$ cat src/rtl/dmem_arbiter_pkg.sv
// Shared types and constants for the data-memory arbiter.
// Holds the sequencer state encoding and the requester port indices.
package dmem_arbiter_pkg;

    localparam int unsigned NUM_PORTS = 2;

    typedef enum logic [1:0] {
        ST_IDLE   = 2'd0,
        ST_ACCESS = 2'd1,
        ST_RESP   = 2'd2
    } state_e;

    localparam logic PORT_CORE   = 1'b0;
    localparam logic PORT_LOADER = 1'b1;

    // One-hot pulse vector addressing a single requester port.
    function automatic logic [NUM_PORTS-1:0] port_onehot(input logic port);
        return port ? 2'b10 : 2'b01;
    endfunction

endpackage

$ cat src/rtl/dmem_arbiter_if.sv
// Bundle of both requester handshakes plus the memory-side strobes.
// slave = arbiter view, master = requesters and memory view.
interface dmem_arbiter_if #(
    parameter int unsigned WIDTH  = 32,
    parameter int unsigned ADDR_W = 32
);
    logic              req0;
    logic              we0;
    logic [ADDR_W-1:0] addr0;
    logic [WIDTH-1:0]  wdata0;
    logic              gnt0;
    logic              rvalid0;
    logic [WIDTH-1:0]  rdata0;
    logic              err0;

    logic              req1;
    logic              we1;
    logic [ADDR_W-1:0] addr1;
    logic [WIDTH-1:0]  wdata1;
    logic              gnt1;
    logic              rvalid1;
    logic [WIDTH-1:0]  rdata1;
    logic              err1;

    logic              mem_read;
    logic              mem_write;
    logic [ADDR_W-1:0] mem_addr;
    logic [WIDTH-1:0]  mem_wdata;
    logic [WIDTH-1:0]  mem_rdata;

    modport slave (
        input  req0, we0, addr0, wdata0,
        input  req1, we1, addr1, wdata1,
        input  mem_rdata,
        output gnt0, rvalid0, rdata0, err0,
        output gnt1, rvalid1, rdata1, err1,
        output mem_read, mem_write, mem_addr, mem_wdata
    );

    modport master (
        output req0, we0, addr0, wdata0,
        output req1, we1, addr1, wdata1,
        output mem_rdata,
        input  gnt0, rvalid0, rdata0, err0,
        input  gnt1, rvalid1, rdata1, err1,
        input  mem_read, mem_write, mem_addr, mem_wdata
    );

endinterface

$ cat src/rtl/dmem_arbiter_rr_arbiter2.sv
// Two-way round-robin arbiter; the port granted last gets lowest priority.
// The priority pointer moves only when advance accepts a grant.
module rr_arbiter2
    import dmem_arbiter_pkg::*;
(
    input  logic                 clk,
    input  logic                 rst_n,
    input  logic [NUM_PORTS-1:0] req,
    input  logic                 advance,
    output logic [NUM_PORTS-1:0] grant_c
);

    logic ptr_q;
    logic ptr_d;

    always_comb begin
        grant_c = '0;
        ptr_d   = ptr_q;
        if (req[ptr_q]) begin
            grant_c[ptr_q] = 1'b1;
        end else if (req[~ptr_q]) begin
            grant_c[~ptr_q] = 1'b1;
        end
        // Next priority goes to the port that did not just win.
        if (advance && (|grant_c)) begin
            ptr_d = ~grant_c[1];
        end
    end

    always_ff @(posedge clk or negedge rst_n) begin
        if (!rst_n) begin
            ptr_q <= PORT_CORE;
        end else begin
            ptr_q <= ptr_d;
        end
    end

endmodule

$ cat src/rtl/dmem_arbiter.sv
// Round-robin sequencer in front of the single-port data memory.
// Serialises core and loader accesses; out-of-range addresses return err.
module dmem_arbiter
    import dmem_arbiter_pkg::*;
#(
    parameter int unsigned WIDTH   = 32,
    parameter int unsigned MEM_NUM = 512,
    parameter int unsigned ADDR_W  = 32
) (
    input  logic           clk,
    input  logic           rst_n,
    dmem_arbiter_if.slave  bus
);

    state_e                state_q,  state_d;
    logic                  port_q,   port_d;
    logic                  we_q,     we_d;
    logic [ADDR_W-1:0]     addr_q,   addr_d;
    logic [WIDTH-1:0]      wdata_q,  wdata_d;
    logic [NUM_PORTS-1:0]  gnt_q,    gnt_d;
    logic [NUM_PORTS-1:0]  rvalid_q, rvalid_d;
    logic [NUM_PORTS-1:0]  err_q,    err_d;
    logic [WIDTH-1:0]      rdata0_q, rdata0_d;
    logic [WIDTH-1:0]      rdata1_q, rdata1_d;

    logic [NUM_PORTS-1:0]  grant_c;
    logic                  advance_c;
    logic                  in_range_c;
    logic                  access_ok_c;

    rr_arbiter2 u_rr (
        .clk     (clk),
        .rst_n   (rst_n),
        .req     ({bus.req1, bus.req0}),
        .advance (advance_c),
        .grant_c (grant_c)
    );

    assign in_range_c  = (addr_q < ADDR_W'(MEM_NUM));
    assign access_ok_c = (state_q == ST_ACCESS) && in_range_c;

    // Next-state and registered-output decode.
    always_comb begin
        state_d   = state_q;
        port_d    = port_q;
        we_d      = we_q;
        addr_d    = addr_q;
        wdata_d   = wdata_q;
        gnt_d     = '0;
        rvalid_d  = '0;
        err_d     = '0;
        rdata0_d  = rdata0_q;
        rdata1_d  = rdata1_q;
        advance_c = 1'b0;

        case (state_q)
            ST_IDLE, ST_RESP: begin
                state_d = ST_IDLE;
                if (|grant_c) begin
                    advance_c = 1'b1;
                    port_d    = grant_c[1];
                    gnt_d     = grant_c;
                    state_d   = ST_ACCESS;
                    if (grant_c[1]) begin
                        we_d    = bus.we1;
                        addr_d  = bus.addr1;
                        wdata_d = bus.wdata1;
                    end else begin
                        we_d    = bus.we0;
                        addr_d  = bus.addr0;
                        wdata_d = bus.wdata0;
                    end
                end
            end
            ST_ACCESS: begin
                state_d  = ST_RESP;
                rvalid_d = port_onehot(port_q);
                err_d    = in_range_c ? '0 : port_onehot(port_q);
                // Only reads update the returned data; writes leave it untouched.
                if (!we_q) begin
                    if (port_q == PORT_LOADER) begin
                        rdata1_d = in_range_c ? bus.mem_rdata : '0;
                    end else begin
                        rdata0_d = in_range_c ? bus.mem_rdata : '0;
                    end
                end
            end
            default: begin
                state_d = ST_IDLE;
            end
        endcase
    end

    always_ff @(posedge clk or negedge rst_n) begin
        if (!rst_n) begin
            state_q  <= ST_IDLE;
            port_q   <= PORT_CORE;
            we_q     <= 1'b0;
            addr_q   <= '0;
            wdata_q  <= '0;
            gnt_q    <= '0;
            rvalid_q <= '0;
            err_q    <= '0;
            rdata0_q <= '0;
            rdata1_q <= '0;
        end else begin
            state_q  <= state_d;
            port_q   <= port_d;
            we_q     <= we_d;
            addr_q   <= addr_d;
            wdata_q  <= wdata_d;
            gnt_q    <= gnt_d;
            rvalid_q <= rvalid_d;
            err_q    <= err_d;
            rdata0_q <= rdata0_d;
            rdata1_q <= rdata1_d;
        end
    end

    assign bus.gnt0    = gnt_q[0];
    assign bus.gnt1    = gnt_q[1];
    assign bus.rvalid0 = rvalid_q[0];
    assign bus.rvalid1 = rvalid_q[1];
    assign bus.err0    = err_q[0];
    assign bus.err1    = err_q[1];
    assign bus.rdata0  = rdata0_q;
    assign bus.rdata1  = rdata1_q;

    // Memory side is decoded from state so strobes line up with the access cycle.
    assign bus.mem_read  = access_ok_c && !we_q;
    assign bus.mem_write = access_ok_c && we_q;
    assign bus.mem_addr  = access_ok_c ? addr_q : '0;
    assign bus.mem_wdata = (access_ok_c && we_q) ? wdata_q : '0;

endmodule

$ cat src/flat_wrapper.sv
// flat-port wrapper written by rule: the top's interface ports become plain ports
module dmem_arbiter_flat import dmem_arbiter_pkg::*;
#(
    parameter int unsigned WIDTH   = 32,
    parameter int unsigned MEM_NUM = 512,
    parameter int unsigned ADDR_W  = 32
)
  (clk, rst_n, bus_req0, bus_we0, bus_addr0, bus_wdata0, bus_req1, bus_we1, bus_addr1, bus_wdata1, bus_mem_rdata, bus_gnt0, bus_rvalid0, bus_rdata0, bus_err0, bus_gnt1, bus_rvalid1, bus_rdata1, bus_err1, bus_mem_read, bus_mem_write, bus_mem_addr, bus_mem_wdata);
  dmem_arbiter_if #(.WIDTH(WIDTH), .ADDR_W(ADDR_W)) bus_i ();
  input  logic clk;
  input  logic rst_n;
  input wire logic [$bits(bus_i.req0)-1:0] bus_req0;
  input wire logic [$bits(bus_i.we0)-1:0] bus_we0;
  input wire logic [$bits(bus_i.addr0)-1:0] bus_addr0;
  input wire logic [$bits(bus_i.wdata0)-1:0] bus_wdata0;
  input wire logic [$bits(bus_i.req1)-1:0] bus_req1;
  input wire logic [$bits(bus_i.we1)-1:0] bus_we1;
  input wire logic [$bits(bus_i.addr1)-1:0] bus_addr1;
  input wire logic [$bits(bus_i.wdata1)-1:0] bus_wdata1;
  input wire logic [$bits(bus_i.mem_rdata)-1:0] bus_mem_rdata;
  output wire logic [$bits(bus_i.gnt0)-1:0] bus_gnt0;
  output wire logic [$bits(bus_i.rvalid0)-1:0] bus_rvalid0;
  output wire logic [$bits(bus_i.rdata0)-1:0] bus_rdata0;
  output wire logic [$bits(bus_i.err0)-1:0] bus_err0;
  output wire logic [$bits(bus_i.gnt1)-1:0] bus_gnt1;
  output wire logic [$bits(bus_i.rvalid1)-1:0] bus_rvalid1;
  output wire logic [$bits(bus_i.rdata1)-1:0] bus_rdata1;
  output wire logic [$bits(bus_i.err1)-1:0] bus_err1;
  output wire logic [$bits(bus_i.mem_read)-1:0] bus_mem_read;
  output wire logic [$bits(bus_i.mem_write)-1:0] bus_mem_write;
  output wire logic [$bits(bus_i.mem_addr)-1:0] bus_mem_addr;
  output wire logic [$bits(bus_i.mem_wdata)-1:0] bus_mem_wdata;
  assign bus_i.req0 = bus_req0;
  assign bus_i.we0 = bus_we0;
  assign bus_i.addr0 = bus_addr0;
  assign bus_i.wdata0 = bus_wdata0;
  assign bus_i.req1 = bus_req1;
  assign bus_i.we1 = bus_we1;
  assign bus_i.addr1 = bus_addr1;
  assign bus_i.wdata1 = bus_wdata1;
  assign bus_i.mem_rdata = bus_mem_rdata;
  assign bus_gnt0 = bus_i.gnt0;
  assign bus_rvalid0 = bus_i.rvalid0;
  assign bus_rdata0 = bus_i.rdata0;
  assign bus_err0 = bus_i.err0;
  assign bus_gnt1 = bus_i.gnt1;
  assign bus_rvalid1 = bus_i.rvalid1;
  assign bus_rdata1 = bus_i.rdata1;
  assign bus_err1 = bus_i.err1;
  assign bus_mem_read = bus_i.mem_read;
  assign bus_mem_write = bus_i.mem_write;
  assign bus_mem_addr = bus_i.mem_addr;
  assign bus_mem_wdata = bus_i.mem_wdata;
  dmem_arbiter #(.WIDTH(WIDTH), .MEM_NUM(MEM_NUM), .ADDR_W(ADDR_W)) u_core (.clk(clk), .rst_n(rst_n), .bus(bus_i));
endmodule
$ cat config.mk
export PLATFORM = sky130hd
export DESIGN_NAME = dmem_arbiter_flat
export DESIGN_NICKNAME = d
export VERILOG_FILES = /design/src/rtl/dmem_arbiter_pkg.sv /design/src/rtl/dmem_arbiter_if.sv /design/src/rtl/dmem_arbiter_rr_arbiter2.sv /design/src/rtl/dmem_arbiter.sv /design/src/flat_wrapper.sv
export SDC_FILE = /design/constraint.sdc
export NUM_CORES = 1
export LEC_CHECK = 0
export ABC_AREA = 1
export CAP_MARGIN = 40
export CORE_ASPECT_RATIO = 0.8
export CORE_UTILIZATION = 25
export DETAILED_ROUTE_END_ITERATION = 8
export MAX_ROUTING_LAYER = met4
export PLACE_DENSITY = 0.54
export SETUP_SLACK_MARGIN = 0.05
export SYNTH_ARGS = -nofsm -noshare
export SYNTH_HDL_FRONTEND = slang
export SYNTH_SLANG_ARGS = --single-unit
$ cat constraint.sdc
create_clock -name clk -period 1.44 [get_ports clk]
set_input_delay 0.36 -clock clk [delete_from_list [all_inputs] [get_ports clk]]
set_output_delay 0.36 -clock clk [all_outputs]
set_load 0.01 [all_outputs]
==> impl_metrics.json, run 1 <==
{
  "post_synth_edffs": 0,
  "first_global_vias": 6506,
  "synthesis.area_sq_um": 6400,
  "synth_sequential_area_ratio_pct": 54.3,
  "number_of_buffers_added_by_the_clock_tree_synthesis_step": 17,
  "clock-sinks": 139,
  "syn-instance-count": 779,
  "synthArstFlopShare_pct": 100,
  "netlist_top_cells_area": "sky130_fd_sc_hd__dfrtp_1 (54%), sky130_fd_sc_hd__nand2_1 (13%), sky130_fd_sc_hd__nand3_1 (8.8%), sky130_fd_sc_hd__nor2_1 (5.8%), sky130_fd_sc_hd__a31oi_1 (4.3%)",
  "syn-mean-instance-area_sq_um": 8.22,
  "post-place-ws_ns": -0.776,
  "floorplan.initialDensity_pct": 25.9,
  "number_of_flip_flops_and_latches_in_the_synthesized_netlist": 139,
  "std_cell_rows": 51,
  "place_congestion": 0.811,
  "gr-total-overflow": 0,
  "detailed_place_hpwl_mm": 16.1,
  "antenna_found_initial": 1,
  "clockRootBuffer": "sky130_fd_sc_hd__clkbuf_16",
  "port-buffer-count": 278,
  "timing.repair.worst_endpoint_type": "output port",
  "synth_top_flop_cell": "sky130_fd_sc_hd__dfrtp_1",
  "die_height_um": 145,
  "cts.htree.levels": 4,
  "crit_endpoint": "bus_mem_wdata[17]",
  "error": "[ERROR DRT-0255] Maze Route cannot find path of net clk in worker of routeBox ( 144900 0 ) ( 180935 48300 ).",
  "max_clock_buf_depth": 2,
  "die_w_um": 181,
  "grt_util_all_layers_pct": 19.0,
  "synthDominantCellAreaShare_pct": 54.3,
  "result_of_the_run": "stopped before the end",
  "grt_start_max_net_pins": 45,
  "numPlacedInstances": 1374,
  "synth_area_leader_cell": "sky130_fd_sc_hd__dfrtp_1",
  "synth_cell_types": 20,
  "synth.yosys.warnings": 0,
  "ios": 302,
  "grt_pass1_wl_mm": 37.5,
  "lastStage": "5_2_route"
}
[logic make-up after synthesis]
kind of cell	count (synthesis)	share of synthesized area, %
AOI/OAI and AO/OA	65	6.72
buffers and inverters	127	9.65
DFF	139	54.3
other	1	0.0586
and+or+nand+nor	447	29.2
[routing by layer]
metal,global-route usage [%]
met1,26.1
met2,27.5
met3,5.05
met4,4.58
met5,-
[metrics by stage]
stage | hold slack [ns] | instance area, sq um
floorplan | 0.0644 | 6650
global placement | 0.265 | 9930
detailed placement | 0.265 | 9930
CTS | 0.389 | 11100
global route | 0.409 | 11900
[timing repair]
item,in CTS,in global routing
hold endpoints to repair,25,0
gates cloned,11,10
resized for setup,332,153
endpoints found under the setup margin,241,223
hold buffers,1,0
setup buffers,17,12
pin swaps,8,28
[Yosys cell counts (2+ instances only)]
cell type and n:
sky130_fd_sc_hd__a31oi_1 44, sky130_fd_sc_hd__inv_1 51, sky130_fd_sc_hd__nor2_4 2, sky130_fd_sc_hd__nor2_1 99, sky130_fd_sc_hd__buf_4 28, sky130_fd_sc_hd__nand2_2 6, sky130_fd_sc_hd__nand3_1 112, sky130_fd_sc_hd__buf_2 23
sky130_fd_sc_hd__inv_2 4, sky130_fd_sc_hd__clkbuf_1 20, sky130_fd_sc_hd__nand2_4 2, sky130_fd_sc_hd__nand2_1 223, sky130_fd_sc_hd__dfrtp_1 139, sky130_fd_sc_hd__o211ai_1 20
==> inputs of run 2 (changes only) <==
CORE_ASPECT_RATIO = unset   (was 0.8)
CORE_UTILIZATION = 20   (was 25)
MAX_ROUTING_LAYER = unset   (was met4)
PLACE_DENSITY = unset   (was 0.54)
PLACE_DENSITY_LB_ADDON = 0.15   (was unset)
SETUP_SLACK_MARGIN = unset   (was 0.05)
clock period = 1.9 ns   (was 1.44 ns; I/O delays follow)
==> impl_metrics.json, run 2 <==
{
  "critical_path_s_largest_stage_delay_ns": 0.38,
  "area_growth_synth_to_finish_pct": 64.8,
  "grt_pass1_wl_mm": 35.9,
  "worst_skew_pair.late_latency_ns": 0.42,
  "layout-drive-gt1-share_pct": 15.4,
  "synth_top_flop_cell": "sky130_fd_sc_hd__dfrtp_1",
  "core_area_sq_um": 31600,
  "fmaxAchievable_ghz": 0.426,
  "cts.htree.levels": 4,
  "synthesis.area_sq_um": 6400,
  "num_vias": 6157,
  "std_cell_rows": 65,
  "synth_sequential_area_ratio_pct": 54.3,
  "floorplan.initialDensity_pct": 20.3,
  "final_core_utilization_pct": 33.5,
  "synthArstFlopShare_pct": 100,
  "setup_repair_after_global_routing_missed_its_margin": "yes",
  "die_height_um": 181,
  "postPlaceCellArea_sq_um": 9790,
  "place_congestion": 0.764,
  "synth_cell_types": 20,
  "seqCellArea_sq_um": 3480,
  "max_cap_viol_count": 0,
  "result_of_the_run": "finished, violations left",
  "timing.critical_path.mode_cell": "sky130_fd_sc_hd__buf_6",
  "grt_start_max_net_pins": 66,
  "number_of_buffers_added_by_the_clock_tree_synthesis_step": 17,
  "part_of_the_cycle_the_worst_path_needs_pct": 124,
  "cp_cell_sequence": "nor2_1 > nand2_1 > nor2_2 > nand2_2 > nor2_4 > buf_6 > nand2_8 > buf_6 > nor2_4 > buf_6",
  "synth.yosys.warnings": 0,
  "antenna_found_initial": 6,
  "post-route-min-period_ns": 2.35,
  "critical_path_class": "flop to output port",
  "cts.reportedPaths.clkPinSlew_ns": 0.07,
  "timing.critical_path.to_type": "output port",
  "detailed_place_hpwl_mm": 16.4,
  "layout.cell_area.non_filler_sq_um": 10600,
  "die_w_um": 181,
  "num-nets-final": 1240,
  "worstSetupStartpointType": "flop",
  "finClkSkew_ns": 0.0162,
  "routed_wire_length_per_instance_um": 15.9,
  "worst-path-max-fanout": 5,
  "syn-instance-count": 779,
  "drt_drc_violations_left": 0,
  "irDropWorstVdd_mv": 0.605,
  "ios": 302,
  "first_iter_violations": 293,
  "number_of_flip_flops_and_latches_in_the_synthesized_netlist": 139,
  "final_max_slew_viol_count": 0,
  "clock-sinks": 139,
  "most-common-layout-cells": "sky130_fd_sc_hd__clkdlybuf4s50_1 (234), sky130_fd_sc_hd__nand2_1 (222), sky130_fd_sc_hd__dfrtp_1 (139), sky130_fd_sc_hd__nand3_1 (111), sky130_fd_sc_hd__nor2_1 (72)",
  "synth_common_cells": "sky130_fd_sc_hd__nand2_1 (223), sky130_fd_sc_hd__dfrtp_1 (139), sky130_fd_sc_hd__nand3_1 (112)",
  "num-fill-cells": 3344,
  "final-hold-violation-count": 0,
  "post_synth_edffs": 0,
  "synth_area_leader_cell": "sky130_fd_sc_hd__dfrtp_1",
  "drt.antenna.violating_nets": 0,
  "netlist_top_cells_area": "sky130_fd_sc_hd__dfrtp_1 (54%), sky130_fd_sc_hd__nand2_1 (13%), sky130_fd_sc_hd__nand3_1 (8.8%), sky130_fd_sc_hd__nor2_1 (5.8%), sky130_fd_sc_hd__a31oi_1 (4.3%)",
  "clockRootBuffer": "sky130_fd_sc_hd__clkbuf_16",
  "worst_slack_ns": -0.449,
  "count_leader_synth": "sky130_fd_sc_hd__nand2_1",
  "die_area_sq_um": 32700,
  "detailedRoute.firstPassIterationCount": 4,
  "mostFrequentLayoutCell": "sky130_fd_sc_hd__clkdlybuf4s50_1",
  "timing.setup.tns_ns": -16.24,
  "first_global_vias": 6188,
  "crit_path_top_delay_cell": "sky130_fd_sc_hd__dfrtp_1",
  "failed_checks": "negative setup slack",
  "p_per_area_nw_per_um2": 1330,
  "max_clock_buf_depth": 2,
  "worst-endpoint-arrival_ns": 1.87,
  "fin_hold_ws_ns": 0.475,
  "tritoncts": "yes",
  "gr-total-overflow": 0,
  "timing.final.setup_violations": 43,
  "static-leakage-power_nw": 4.95,
  "area_of_the_multi_input_gates_sq_um": 2550,
  "grt_util_all_layers_pct": 14.1,
  "avgViaCountPerCell": 4.13,
  "hold_path_class": "flop to flop",
  "syn-mean-instance-area_sq_um": 8.22,
  "worst-endpoint-required_ns": 1.42,
  "synthDominantCellAreaShare_pct": 54.3,
  "port-buffer-count": 278,
  "totalWireLength_mm": 23.7
}
==> run 2: cell counts after synthesis <==
No cell type changed its count.
==> run 2: final cells by class <==
class | count | area share [%]
antenna | 2 | 0.0474
clock buffer | 18 | 4.07
clock inverter | 14 | 1.53
inverter | 55 | 1.96
multi-input combinational | 536 | 24.2
sequential | 139 | 33.0
tap | 402 | 4.76
timing repair buffer | 325 | 30.5
==> run 2: repair_timing <==
action                                 CTS  global route
gates cloned                             0             5
endpoints found under the hold margin   27             0
buffers inserted                         2             3
pin swaps                                3             4
setup endpoints to repair               44           109
resized for setup                      171            62
hold buffers                             1             0
==> run 2: metrics by stage <==
| step | total power [mW] | worst slack, ns | instances |
|---|---|---|---|
| 3_3_place_gp | 10.6 | -0.508 | 1447 |
| 2_1_floorplan | 7.67 | 0.147 | 801 |
| 5_1_grt | 15.1 | -0.578 | 1489 |
| 3_5_place_dp | 10.6 | -0.520 | 1447 |
| 4_1_cts | 14.1 | -0.536 | 1482 |
| 6_report | 14.0 | -0.449 | 1491 |
==> run 2: worst max-delay path: cells and delay by family, from the launching register on <==
| family | cells | cell delay, ns |
|---|---|---|
| and+or+nand+nor | 7 | 0.68 |
| buffers and inverters | 3 | 0.40 |
| DFF | 1 | 0.38 |
==> run 2: worst paths after layout <==
path | startpoint | endpoint | slack, ns | cells past startpoint
max in group asynchronous | rst_n | u_core.addr_q[2]$_DFFE_PN0P_ | 0.83 | 3
setup / recovery | u_core.addr_q[17]$_DFFE_PN0P_ | bus_mem_addr[8] | -0.45 | 10
min in group asynchronous | rst_n | u_core.bus.rdata1[27]$_DFFE_PN0P_ | 0.53 | 2
hold / removal | u_core.bus.rdata0[7]$_DFFE_PN0P_ | u_core.bus.rdata0[7]$_DFFE_PN0P_ | 0.47 | 2
setup reg to reg | u_core.addr_q[17]$_DFFE_PN0P_ | u_core.bus.rdata0[8]$_DFFE_PN0P_ | 0.14 | 10
hold reg to reg | u_core.bus.rdata0[7]$_DFFE_PN0P_ | u_core.bus.rdata0[7]$_DFFE_PN0P_ | 0.47 | 2
==> run 2: cells by family (layout without fill, tap and decap cells) <==
group,after synthesis,count (layout),share of synthesized area [%]
other,1,25,0.0586
buffers and inverters,127,412,9.65
AOI/OAI and AO/OA,65,65,6.72
DFF,139,139,54.3
and+or+nand+nor,447,448,29.2
==> run 2: metal layers <==
metal	vias to the layer above	GRT usage (%)	wire length, um
met4	6	2.54	133
li1	3060	-	-
met5	-	0	41
met2	214	22.7	11100
met3	15	4.88	1720
met1	2862	18.4	10800
==> run 2: report_power, final <==
part           switching [mW]  internal (mW)  leakage (nW)
Sequential              0.659           4.31          1.74
Clock                    1.46           1.97         0.284
Combinational            2.93           2.68          2.92
Power figures use the tool's default switching activity.
